File: src/rtl/prog_counter.sv
// prog_counter: WIDTH-bit programmable counter with limit, direction, four modes,
// tick prescaler and registered terminal-count pulse.
module prog_counter #(
  parameter int WIDTH      = 8,
  parameter int PRESCALE_W = 4
) (
  input  logic                  clk,
  input  logic                  rst_n,
  input  logic                  ena,
  input  logic                  load,
  input  logic [WIDTH-1:0]      load_val,
  input  logic                  dir,
  input  logic [1:0]            mode,
  input  logic [WIDTH-1:0]      limit,
  input  logic [PRESCALE_W-1:0] prescale,
  output logic [WIDTH-1:0]      count,
  output logic                  tc,
  output logic                  done,
  output logic                  dir_q
);
  localparam logic [WIDTH-1:0]      ONE  = WIDTH'(1);
  localparam logic [PRESCALE_W-1:0] PONE = PRESCALE_W'(1);
  logic [WIDTH-1:0]      cnt_q, cnt_d, nxt;
  logic [PRESCALE_W-1:0] pre_q, pre_d;
  logic                  tc_q, tc_d, done_q, done_d, dq_q, dq_d;
  logic                  tick, up, ev, act;
  always_comb begin
    tick = ena && (pre_q >= prescale);
    up   = (mode == 2'd2) ? !dq_q : !dir;
    nxt  = cnt_q;
    ev   = 1'b0;
    if (mode == 2'd0) begin
      if (up) begin
        nxt = (cnt_q >= limit) ? '0 : cnt_q + ONE;
        ev  = cnt_q >= limit;
      end else begin
        nxt = (cnt_q == '0 || cnt_q > limit) ? limit : cnt_q - ONE;
        ev  = cnt_q == '0;
      end
    end else if (mode == 2'd2) begin
      // limit==0 pins the count at 0 while every tick still bounces
      if (up) begin
        nxt = (cnt_q >= limit) ? ((limit == '0) ? '0 : limit - ONE) : cnt_q + ONE;
        ev  = cnt_q >= limit;
      end else begin
        nxt = (cnt_q == '0) ? ((limit == '0) ? '0 : ONE) : cnt_q - ONE;
        ev  = cnt_q == '0;
      end
    end else begin
      if (up) begin
        nxt = (cnt_q < limit) ? cnt_q + ONE : limit;
        ev  = (cnt_q < limit) && (nxt == limit);
      end else begin
        nxt = (cnt_q != '0) ? cnt_q - ONE : '0;
        ev  = cnt_q == ONE;
      end
    end
    act    = tick && !(mode == 2'd3 && done_q);
    cnt_d  = load ? ((load_val > limit) ? limit : load_val) : act ? nxt : cnt_q;
    pre_d  = (load || tick) ? '0 : ena ? pre_q + PONE : pre_q;
    tc_d   = !load && act && ev;
    done_d = load ? 1'b0 : (act && ev && mode == 2'd3) ? 1'b1 : done_q;
    dq_d   = (load || mode != 2'd2) ? dir : (act && ev) ? !dq_q : dq_q;
  end
  always_ff @(posedge clk or negedge rst_n) begin
    if (!rst_n) begin
      cnt_q  <= '0;
      pre_q  <= '0;
      tc_q   <= 1'b0;
      done_q <= 1'b0;
      dq_q   <= 1'b0;
    end else begin
      cnt_q  <= cnt_d;
      pre_q  <= pre_d;
      tc_q   <= tc_d;
      done_q <= done_d;
      dq_q   <= dq_d;
    end
  end
  assign count = cnt_q;
  assign tc    = tc_q;
  assign done  = done_q;
  assign dir_q = dq_q;
endmodule
File: config.mk
export PLATFORM = sky130hd
export DESIGN_NAME = prog_counter
export DESIGN_NICKNAME = d
export VERILOG_FILES = /design/src/rtl/prog_counter.sv
export SDC_FILE = /design/constraint.sdc
export NUM_CORES = 1
export LEC_CHECK = 0
export ABC_AREA = 0
export CORE_AREA = 2 2 98 110
export DETAILED_ROUTE_END_ITERATION = 6
export DIE_AREA = 0 0 100 112
export DONT_BUFFER_PORTS = 1
export GPL_TIMING_DRIVEN = 0
export PLACE_DENSITY = 0.45
export SKIP_LAST_GASP = 1
export SLEW_MARGIN = 20
export SYNTH_ARGS = -nofsm -noshare
export SYNTH_HDL_FRONTEND = slang
export SYNTH_SLANG_ARGS = --single-unit
File: constraint.sdc
create_clock -name clk -period 3.59 [get_ports clk]
set_input_delay 0.5385 -clock clk [delete_from_list [all_inputs] [get_ports clk]]
set_output_delay 0.5385 -clock clk [all_outputs]
set_load 0.02 [all_outputs]
==> impl_metrics.py <==
metrics = {
    "synthesis": {
        "ys_seq_elements": 15,
        "synth_compound_area_frac": 0.257,
        "synthTopCellsByArea": "dfrtp_1 15%, ha_1 13%, xnor2_1 6.5%, a21oi_1 5.3%, nor2_1 4.5%",
        "synth_area_sq_um": 2570,
        "syn_inst": 337,
        "synth-simple-area-share": 0.232,
        "syn_nets": 390,
        "yosysTopAreaCellShare": 0.146,
        "synth_edf_count": 0,
        "synth_common_cells": "31 x nor2_1, 27 x a21oi_1, 26 x ha_1",
        "synth_top_area_cell": "dfrtp_1",
        "synth_cell_types": 58,
        "synth_ff_type": "dfrtp_1",
        "synthMuxAreaShare": 0.0629,
        "avgSynthCellArea_sq_um": 7.61,
        "async_reset_ff_frac": 1.00,
        "synth.most_common_cell": "nor2_1",
        "synth_top_family_by_area": "compound AO/OA/AOI/OAI gates",
        "synth_xor_area_frac": 0.104,
        "ys_warn_count": 0,
        "synth-adder-area-share": 0.127,
        "ys_seq_area_frac": 0.146,
    },
    "floorplanning": {
        "core-area_sq_um": 10100,
        "die_width_um": 100,
        "row_count": 39,
        "start_util": 0.253,
        "die_h_um": 112,
        "pin_count": 38,
        "die_area_sq_um": 11200,
    },
    "sta": {
        "rsz0062_at_grt": "false",
        "relSlewSlack": 0.415,
        "finalSetupViolations": 0,
        "fmax_mhz": 310,
        "setup_tns_ps": 0,
        "clock_skew_ps": 2.74,
        "hold_viol_final": 0,
        "holdWs_ps": 449,
        "fin_crit_ps": 3220,
        "worst-slew-pin-transition_ps": 877,
        "fin_crit_sh": 0.898,
        "final_max_slew_viol_count": 0,
    },
    "routing": {
        "routed_via_density": 5.80,
        "ant_nets": 0,
        "dr.pass1.iters": 5,
        "initialDrtViolationCount": 273,
        "wirelength_um": 9580,
        "drc": 0,
        "wl_per_cell_um": 20.6,
        "vias": 2697,
    },
    "global_routing": {
        "grt_max_degree": 16,
        "grt_pass1_vias": 2666,
        "grtUsageTotal": 0.171,
        "grt_remaining_overflow": 0,
        "grt_pass1_wl_um": 14900,
        "antenna_found_initial": 0,
    },
    "setup_path": {
        "required_ps": 3720,
        "worstSetupStartpointType": "register",
        "critPathMaxFanout": 9,
        "critPathArrivalTime_ps": 3360,
        "crit_type": "reg -> reg",
        "cp-end-kind": "register",
    },
    "placed_design": {
        "hpwl_um": 7340,
        "port_buffers": 0,
        "gp_congestion": 0.956,
        "placed_area_sq_um": 2720,
    },
    "power": {
        "irDropWorstVdd_mv": 0.128,
        "power_density_nw_per_um2": 358,
        "p_leak_nw": 1.15,
    },
    "cells_and_area": {
        "nets": 396,
        "seqCellArea_sq_um": 375,
        "fillers": 1131,
        "multi_input_area_sq_um": 2020,
        "n_antenna_cell": 0,
        "drive_gt1_frac": 0.108,
        "area.growth.synth_to_final_pct": 9.75,
        "design_area_sq_um": 2820,
    },
    "outcome": {
        "status": "finished clean",
    },
    "clock_network": {
        "clock_latency_ps": 250,
        "numCtsBuffers": 3,
        "cts_root_buffer": "clkbuf_16",
        "cts_tree": "built",
        "clkSlewWorstSetupHoldPaths_ps": 50,
        "h-tree-depth": 1,
        "cts_num_sinks": 15,
        "cts.path.max_buffers": 2,
    },
    "run": {
        "maxCapViolations": 0,
    },
    "hold_path": {
        "hold_class": "in -> reg",
    },
}
[through the flow]
| step | power, mW | util | instances | worst slack, ps |
|---|---|---|---|---|
| after floorplan | 0.628 | - | 337 | 803 |
| after global placement | 0.766 | 0.268 | 460 | 201 |
| after detailed placement | 0.762 | 0.268 | 460 | 297 |
| after CTS | 0.995 | 0.277 | 465 | 270 |
| after global routing | 1.07 | 0.277 | 465 | 120 |
| final | 1.01 | 0.277 | 465 | 365 |
[worst paths after layout]
path                       startpoint  endpoint  slack, ps  cells after the start
hold reg to reg              pre_q[3]  pre_q[3]        550                      2
max in group asynchronous       rst_n  count[1]       2330                      1
setup reg to reg             count[0]  count[7]        370                     12
min in group asynchronous       rst_n  count[4]        800                      1
hold / removal                    dir     dir_q        450                      2
setup / recovery             count[0]  count[7]        370                     12
[worst max-delay path, cell delays in order, from the launching register on]
cell	delay [ps]
dfrtp_1	510
buf_2	310
inv_1	140
ha_1	200
nor2b_1	110
o211ai_1	140
a21o_1	240
nand2b_1	80
clkbuf_1	410
o21ai_0	160
mux2_2	300
o221a_2	240
o31ai_1	260
[routing by layer]
metal | up-vias | wire length, um | GRT usage
met5 | - | 0 | 0
met3 | 19 | 794 | 0.0320
met2 | 126 | 4250 | 0.269
met1 | 1294 | 4290 | 0.236
li1 | 1258 | - | -
met4 | 0 | 242 | 0.0548
[report_power, final]
group | internal, mW | switching, mW
Sequential | 0.185 | 0.0510
Combinational | 0.216 | 0.330
Clock | 0.149 | 0.0768
[final cells by class]
class                   instances  share of cell area
multi-input cells             281               0.716
flip-flops and latches         15               0.133
well taps                     123              0.0546
plain buffers                  21              0.0378
clock buffers                   3              0.0267
inverters                      20              0.0267
repair buffers                  1             0.00355
clock inverters                 1             0.00178
[cell usage in the layout (no fill, tap or decap), types with 7 or more instances in the layout]
master	synthesis	layout
nand2_1	22	22
o21ai_0	15	15
nor3_1	17	17
a21oi_1	27	27
buf_2	7	7
inv_1	19	19
clkbuf_1	10	10
nor2_1	31	31
mux2_2	9	9
xnor2_1	19	19
ha_1	26	26
a31oi_1	11	11
nand3_1	10	10
dfrtp_1	15	15
o31ai_1	7	7
[flip-flops by register name, indices dropped and copies added, names as in the netlist]
| register | count |
|---|---|
| count | 8 |
| pre_q | 4 |
| dir_q | 1 |
| done | 1 |
| tc | 1 |
[logic make-up (layout without fill, tap and decap cells)]
| kind of cell | Yosys count | after routing |
|---|---|---|
| multiplexers | 15 | 15 |
| adder cells (fa/ha/maj) | 26 | 26 |
| AO/OA/AOI/OAI | 98 | 98 |
| XOR/XNOR | 27 | 27 |
| buffers and inverters | 41 | 46 |
| flip-flops | 15 | 15 |
| AND/OR/NAND/NOR | 115 | 115 |
[timing repair]
item,CTS,global route
buffers inserted,0,0
hold buffers,1,0
hold endpoints to repair,15,0
resized for setup,0,1
endpoints found under the setup margin,0,1
No activity file was read; power rests on OpenSTA's default activity.
